--- src/rtl/fmul_pipe.sv ---
// rtl/fmul_pipe.sv - 3-stage pipelined round-to-nearest-even floating-point multiplier
// Defining FMUL_EXC_CNT_EN adds saturating ovf_cnt/udf_cnt exception counters.
module fmul_pipe #(
  parameter int EXP_W = 8,
  parameter int MAN_W = 23
) (
  input  logic                   clk,
  input  logic                   rstn,
  input  logic                   in_valid,
  output logic                   in_ready,
  input  logic [EXP_W+MAN_W:0]   x1,
  input  logic [EXP_W+MAN_W:0]   x2,
  output logic                   out_valid,
  input  logic                   out_ready,
  output logic [EXP_W+MAN_W:0]   y,
  output logic                   ovf,
  output logic                   udf
`ifdef FMUL_EXC_CNT_EN
  ,
  output logic [15:0]            ovf_cnt,
  output logic [15:0]            udf_cnt
`endif
);

  localparam int W  = 1 + EXP_W + MAN_W;
  localparam int EW = EXP_W + 2;
  localparam int PW = 2 * MAN_W + 2;
  localparam logic [EXP_W-1:0]     EXP_ONES = '1;
  localparam logic signed [EW-1:0] BIAS     = EW'((1 << (EXP_W - 1)) - 1);
  localparam logic signed [EW-1:0] EXP_MAX  = EW'((1 << EXP_W) - 1);
  localparam logic signed [EW-1:0] EXP_ONE  = EW'(1);
  localparam logic signed [EW-1:0] EXP_ZERO = '0;

  logic load2, load3;
  logic v1, v2, v3;

  assign load3     = !v3 || out_ready;
  assign load2     = !v2 || load3;
  assign in_ready  = !v1 || load2;
  assign out_valid = v3;

  // Stage 1: unpack, classify, exponent sum and full mantissa product
  logic             a_s, b_s;
  logic [EXP_W-1:0] a_e, b_e;
  logic [MAN_W-1:0] a_m, b_m;
  logic             a_zero, b_zero, a_inf, b_inf, a_nan, b_nan;
  logic signed [EW-1:0] exp_sum;
  logic [PW-1:0]        prod;

  assign {a_s, a_e, a_m} = x1;
  assign {b_s, b_e, b_m} = x2;
  assign a_zero  = (a_e == '0);
  assign b_zero  = (b_e == '0);
  assign a_inf   = (a_e == EXP_ONES) && (a_m == '0);
  assign b_inf   = (b_e == EXP_ONES) && (b_m == '0);
  assign a_nan   = (a_e == EXP_ONES) && (a_m != '0);
  assign b_nan   = (b_e == EXP_ONES) && (b_m != '0);
  assign exp_sum = $signed({2'b00, a_e}) + $signed({2'b00, b_e}) - BIAS;
  assign prod    = PW'({1'b1, a_m}) * PW'({1'b1, b_m});

  logic                 s1_sign, s1_nan, s1_inf, s1_zero;
  logic signed [EW-1:0] s1_exp;
  logic [PW-1:0]        s1_prod;

  always_ff @(posedge clk or negedge rstn) begin
    if (!rstn) begin
      v1      <= 1'b0;
      s1_sign <= 1'b0;
      s1_nan  <= 1'b0;
      s1_inf  <= 1'b0;
      s1_zero <= 1'b0;
      s1_exp  <= '0;
      s1_prod <= '0;
    end else if (in_ready) begin
      v1 <= in_valid;
      if (in_valid) begin
        s1_sign <= a_s ^ b_s;
        s1_nan  <= a_nan || b_nan || (a_inf && b_zero) || (b_inf && a_zero);
        s1_inf  <= a_inf || b_inf;
        s1_zero <= a_zero || b_zero;
        s1_exp  <= exp_sum;
        s1_prod <= prod;
      end
    end
  end

  // Stage 2: normalise to a leading one, then round to nearest even
  logic [PW-1:0]        norm;
  logic signed [EW-1:0] exp_n, exp_r;
  logic [MAN_W:0]       mant;
  logic [MAN_W+1:0]     mant_r;
  logic [MAN_W-1:0]     man_r;
  logic                 guard, rnd, sticky, inc;

  always_comb begin
    norm   = s1_prod[PW-1] ? s1_prod : {s1_prod[PW-2:0], 1'b0};
    exp_n  = s1_prod[PW-1] ? s1_exp + EXP_ONE : s1_exp;
    mant   = norm[PW-1:MAN_W+1];
    guard  = norm[MAN_W];
    rnd    = norm[MAN_W-1];
    sticky = |norm[MAN_W-2:0];
    inc    = guard && (rnd || sticky || mant[0]);
    mant_r = {1'b0, mant} + {{(MAN_W+1){1'b0}}, inc};
    if (mant_r[MAN_W+1]) begin
      exp_r = exp_n + EXP_ONE;
      man_r = mant_r[MAN_W:1];
    end else begin
      exp_r = exp_n;
      man_r = mant_r[MAN_W-1:0];
    end
  end

  logic                 s2_sign, s2_nan, s2_inf, s2_zero;
  logic signed [EW-1:0] s2_exp;
  logic [MAN_W-1:0]     s2_man;

  always_ff @(posedge clk or negedge rstn) begin
    if (!rstn) begin
      v2      <= 1'b0;
      s2_sign <= 1'b0;
      s2_nan  <= 1'b0;
      s2_inf  <= 1'b0;
      s2_zero <= 1'b0;
      s2_exp  <= '0;
      s2_man  <= '0;
    end else if (load2) begin
      v2 <= v1;
      if (v1) begin
        s2_sign <= s1_sign;
        s2_nan  <= s1_nan;
        s2_inf  <= s1_inf;
        s2_zero <= s1_zero;
        s2_exp  <= exp_r;
        s2_man  <= man_r;
      end
    end
  end

  // Stage 3: special-case priority and packing; results below the normal range flush to zero
  logic [W-1:0] y_n;
  logic         ovf_n, udf_n;

  always_comb begin
    y_n   = {s2_sign, s2_exp[EXP_W-1:0], s2_man};
    ovf_n = 1'b0;
    udf_n = 1'b0;
    if (s2_nan) begin
      y_n = {1'b0, EXP_ONES, 1'b1, {(MAN_W-1){1'b0}}};
    end else if (s2_inf) begin
      y_n = {s2_sign, EXP_ONES, {MAN_W{1'b0}}};
    end else if (s2_zero) begin
      y_n = {s2_sign, {(W-1){1'b0}}};
    end else if (s2_exp >= EXP_MAX) begin
      y_n   = {s2_sign, EXP_ONES, {MAN_W{1'b0}}};
      ovf_n = 1'b1;
    end else if (s2_exp <= EXP_ZERO) begin
      y_n   = {s2_sign, {(W-1){1'b0}}};
      udf_n = 1'b1;
    end
  end

  always_ff @(posedge clk or negedge rstn) begin
    if (!rstn) begin
      v3  <= 1'b0;
      y   <= '0;
      ovf <= 1'b0;
      udf <= 1'b0;
    end else if (load3) begin
      v3 <= v2;
      if (v2) begin
        y   <= y_n;
        ovf <= ovf_n;
        udf <= udf_n;
      end
    end
  end

`ifdef FMUL_EXC_CNT_EN
  always_ff @(posedge clk or negedge rstn) begin
    if (!rstn) begin
      ovf_cnt <= '0;
      udf_cnt <= '0;
    end else if (out_valid && out_ready) begin
      if (ovf && (ovf_cnt != 16'hFFFF)) ovf_cnt <= ovf_cnt + 16'd1;
      if (udf && (udf_cnt != 16'hFFFF)) udf_cnt <= udf_cnt + 16'd1;
    end
  end
`endif

endmodule

--- config.mk ---
export PLATFORM = sky130hd
export DESIGN_NAME = fmul_pipe
export DESIGN_NICKNAME = d
export VERILOG_FILES = /design/src/rtl/fmul_pipe.sv
export SDC_FILE = /design/constraint.sdc
export NUM_CORES = 2
export LEC_CHECK = 0
export CORE_MARGIN = 1
export CORE_UTILIZATION = 50
export DETAILED_ROUTE_END_ITERATION = 8
export PLACE_DENSITY_LB_ADDON = 0.12
export SYNTH_ARGS = -nofsm -noshare
export SYNTH_HDL_FRONTEND = slang
export SYNTH_SLANG_ARGS = --single-unit
--- constraint.sdc ---
create_clock -name clk -period 9.2 [get_ports clk]
set_input_delay 0.92 -clock clk [delete_from_list [all_inputs] [get_ports clk]]
set_output_delay 0.92 -clock clk [all_outputs]
set_load 0.03 [all_outputs]
# Word-level counts from Yosys, hierarchy flattened
# Index checks and enable logic that the tools add are counted.
# Widths: inputs -> output; s select.
[word_totals] regBits=136 in_bits=68 output_inout_bits=36 elab_cells=77
[op_classes] order_cmp=2 bitwise_logic=1 n_mux=18 add_sub_neg=5 multipliers=1 reduce_logical=30 n_eq_ne=2
[op_table] operator="$mux 31" n=4
[op_table] operator="$mul 24x24->48" n=1
[op_table] operator="$mux 48" n=1
[op_table] operator="$logic_not 23->1" n=2
[op_table] operator="$reduce_bool 23->1" n=2
[op_table] operator="$mux 32" n=1
[op_table] operator="$add 24x1->25" n=1
[op_table] operator="$mux 23" n=1
[op_table] operator="$reduce_or 22->1" n=1
[op_table] operator="$add 10x2->10 const B" n=2
[op_table] operator="$mux 10" n=2
[op_table] operator="$eq 8x8->1 const B" n=2
[op_table] operator="$logic_not 8->1" n=2
[op_table] operator="$ge 10x9->1 const B" n=1
[op_table] operator="$le 10x1->1 const B" n=1
[op_table] operator="$logic_or 1x1->1" n=10
[op_table] operator="$sub 9x7->10 const B" n=1
[op_table] operator="$add 8x8->9" n=1
[op_table] operator="$mux 1" n=9
[op_table] operator="$logic_and 1x1->1" n=7
[op_table] operator="$reduce_and 2->1" n=3
[op_table] operator="$logic_not 1->1" n=3
[op_table] operator="$xor 1x1->1" n=1

# Logic depth before layout (Yosys ltp)
[logic_depth] word_depth=7 depth_mapped=26 ltp_nobuf=24

# Least setup slack after synthesis
# Ideal clock, no wire load.
[synth_path] path_kind="in2reg" start="input x2[3]" end="register s1_prod[38]" t_arrival_ns=7.268 required_time_ns=9.113 setup_slack_ns=1.846 n_path_buf=1 setup_time_ns=0.087 path_stages=25 cell_sequence="clkbuf_1 nand2_1 fa_1 inv_1 fa_1 inv_1 fa_1 inv_1 fa_1 inv_1 fa_1 inv_1 fa_1 inv_1 fa_1 inv_1 ha_1 and2_1 a221o_1 a22o_1 a211o_1 a21oi_1 o21ai_0 a211o_1 o211ai_1"
[synth_between] elab_chain_len=1
[synth_rtl] item="start, declared" line="12" rtl="input logic [EXP_W+MAN_W:0] x2,"
[synth_rtl] item="$mul 24x24->48" line="59" rtl="assign prod = PW'({1'b1, a_m}) * PW'({1'b1, b_m});"
[synth_rtl] item="end signal, assigned" line="82" rtl="s1_prod <= prod;"
[synth_rtl] item="end, declared" line="63" rtl="logic [PW-1:0] s1_prod;"
# Every way passes these cells.
# A chain may end at the register's enable or synchronous reset.

# Worst setup path in the final report
[layout_path] start="input x2[6]" end="register s1_prod[46]"
# The elaborated chain is that of the path after synthesis.

==> metrics.txt <==
status finished, final reports clean; initial drt markers about 1.2k; r2r worst-path depth 14; critical path class in2reg; cell count after synthesis about 2.9k; area leader, netlist fa_1; xor and xnor area share after synthesis under 10%; hold_buf cts 0; via count ~20k; vias in the first global route 21.2k; Final WS setup about 1.1 ns; drt drc 0; share of post-route cells with drive strength above 1 roughly 4.1%; top cells by area, synth fa_1, dfrtp_1, ha_1; chip height 230 um; clk sink count approximately 140; count of input and output buffers slightly above 100; mux contribution to synthesized area less than 1%; Max FO, Critical Path 14; Max Clk Rate 0.123 GHz; fin crit period roughly 8.1 ns; CTS tree done; register area share after synthesis around an eighth; max-cap viol count 0; most common cell in the synthesized netlist inv_1; Compound-Gate Fraction of Synth Area 8.21%; initial antenna violation count 1; Setup crit end kind register; Critical R2R Launch s1_prod[47]; Yosys top cell area share between 30% and 40%; post-CTS sizing 0; initial core utilization between 50% and 60%; core area between 0.05 and 0.06 mm^2; vias per inst roughly 5.5; DP Area around 0.028 mm^2; largest net degree at the start of global routing 109; total grt overflow 0; post-synth net total roughly 3.7k; hold_sp s1_prod[1]; synthesized area about 0.026 mm^2; die width approximately 230 um; Post-Place Setup Slack between 0.7 and 0.8 ns; Max clock buf depth 2; drt total wl 72000 um; critical path required time 9.54 ns; routability cong. slightly above 0.9; actual slew at the worst max-slew pin 0.949 ns; FF+latch count, synth roughly 140; Fin. Hold Viols 0; number of flops mapped to enable cells by yosys 0; Setup TNS 0 ns; post-CTS setup buffers 0; worst hold endpoint s1_prod[1]; clock slew at reported path FFs roughly 0.060 ns; gr usage total approximately 28%; Ys Warns 0; die area between 0.05 and 0.06 mm^2; final worst-path cycle share just under 90%; setup slack, reg-to-reg between 4 and 5 ns; first-pass GRT wire length ~120000 um; Final ANT Viol Nets 0; Worst Setup Start Kind input pin; Synth top cells by count inv_1, fa_1, nand2_1; Synth Area in Adders 46.5%; Critical R2R Capture s2_man[22]; Post-synth top flop dfrtp_1; endpoints failing setup 0; Hold Crit Depth 2; diode count 0; Root Buffer clkbuf_16; RSZ-0062 raised after global routing false; Synth Area in Simple Gates 17.7%; largest family of logic cells by synthesized area adder cells; clk_lat worst skew 0.42 ns; relative slew slack around 37%; Async SR Flop Fraction 100%; Netlist cell types 66; TritonCTS Buffers 17; I/O Pins 104; post-layout net count 3685; Initial DRT Pass Iterations 5; Fin Clk Skew roughly 0.011 ns; Slew Limit Fails 0; syn avg cell area just under 9 um^2; Core Rows a little over 80; crit path DAT ~8.5 ns; Final Cell Area ~0.028 mm^2; H-tree depth 4; Hold Path Class reg2reg; WL per Instance between 15 and 20 um; Syn-to-layout area delta 9.34%; DP Wirelength between 50000 and 60000 um; fill cell count 4721
[routing by layer]
layer	track usage, %	routed length (um)
met4	10.3	2720
met1	37.6	30300
met5	0	13
met3	3.40	4270
met2	47.7	34700
[sequential cells by signal (all words and copies together) (netlist names), 10 cells and up]
signal   flops
s2_exp      10
s1_exp      10
y           32
s2_man      23
s1_prod     48
[worst max-delay path, stage by stage]
cell and delay (ns):
clkdlybuf4s50_1 0.82, buf_4 0.39, and2_1 0.18, fa_1 0.52, fa_1 0.52, inv_1 0.05
fa_1 0.45, fa_1 0.52, inv_1 0.05, fa_1 0.49, fa_1 0.49, inv_1 0.05
fa_1 0.53, inv_1 0.07, ha_1 0.41, nand2_1 0.16, nor3_1 0.32, and4_1 0.24
a211o_1 0.20, a21oi_1 0.09, buf_4 0.16, o31a_1 0.35, a2111o_1 0.38, o211ai_1 0.09
[layout by cell type (no fill, tap or decap), types with 54 or more instances in the layout]
cell | netlist | routed
a21oi_1 | 68 | 68
and2_1 | 266 | 266
buf_4 | 1 | 68
clkdlybuf4s50_1 | 0 | 102
dfrtp_1 | 136 | 135
fa_1 | 483 | 483
ha_1 | 192 | 192
inv_1 | 565 | 565
nand2_1 | 428 | 427
nor2_1 | 83 | 83
o21ai_0 | 105 | 105
xnor2_1 | 54 | 54
[worst max-delay path by stage]
stage                from  slack [ns]  cells past startpoint     endpoint
floorplan           x2[3]        1.85                     25  s1_prod[38]
global placement    x2[6]        0.88                     24  s1_prod[40]
detailed placement  x2[6]        0.74                     24  s1_prod[46]
CTS                 x2[6]        1.19                     24  s1_prod[46]
global route        x2[6]        0.84                     24  s1_prod[40]
finish              x2[6]        1.09                     24  s1_prod[46]
[area by class of cell]
type,count,area [um^2],area share [%]
clock buffers,18,439,1.55
clock inverters,13,168,0.591
repair buffers,172,1560,5.51
flip-flops and latches,136,3400,12.0
inverters,567,2130,7.50
well taps,680,851,3.00
multi-input cells,2048,19800,69.9
[metrics by stage]
stage / hold slack [ns] / util, % / cells
2_1_floorplan: 0.439 / - / 2908
3_3_place_gp: 0.462 / 54.1 / 3603
3_5_place_dp: 0.465 / 54.1 / 3603
4_1_cts: 0.478 / 55.3 / 3634
5_1_grt: 0.495 / 55.3 / 3634
6_report: 0.477 / 55.3 / 3634
[logic make-up after synthesis]
| group | after synthesis |
|---|---|
| multiplexers | 24 |
| AND/OR/NAND/NOR | 930 |
| flip-flops | 136 |
| XOR/XNOR | 88 |
| adder cells (fa/ha/maj) | 675 |
| AO/OA/AOI/OAI | 331 |
| buffers and inverters | 724 |
Power is left out: the tool's default activity adds up to more than one toggle a clock period on the data nets, which glitch-free logic cannot reach.
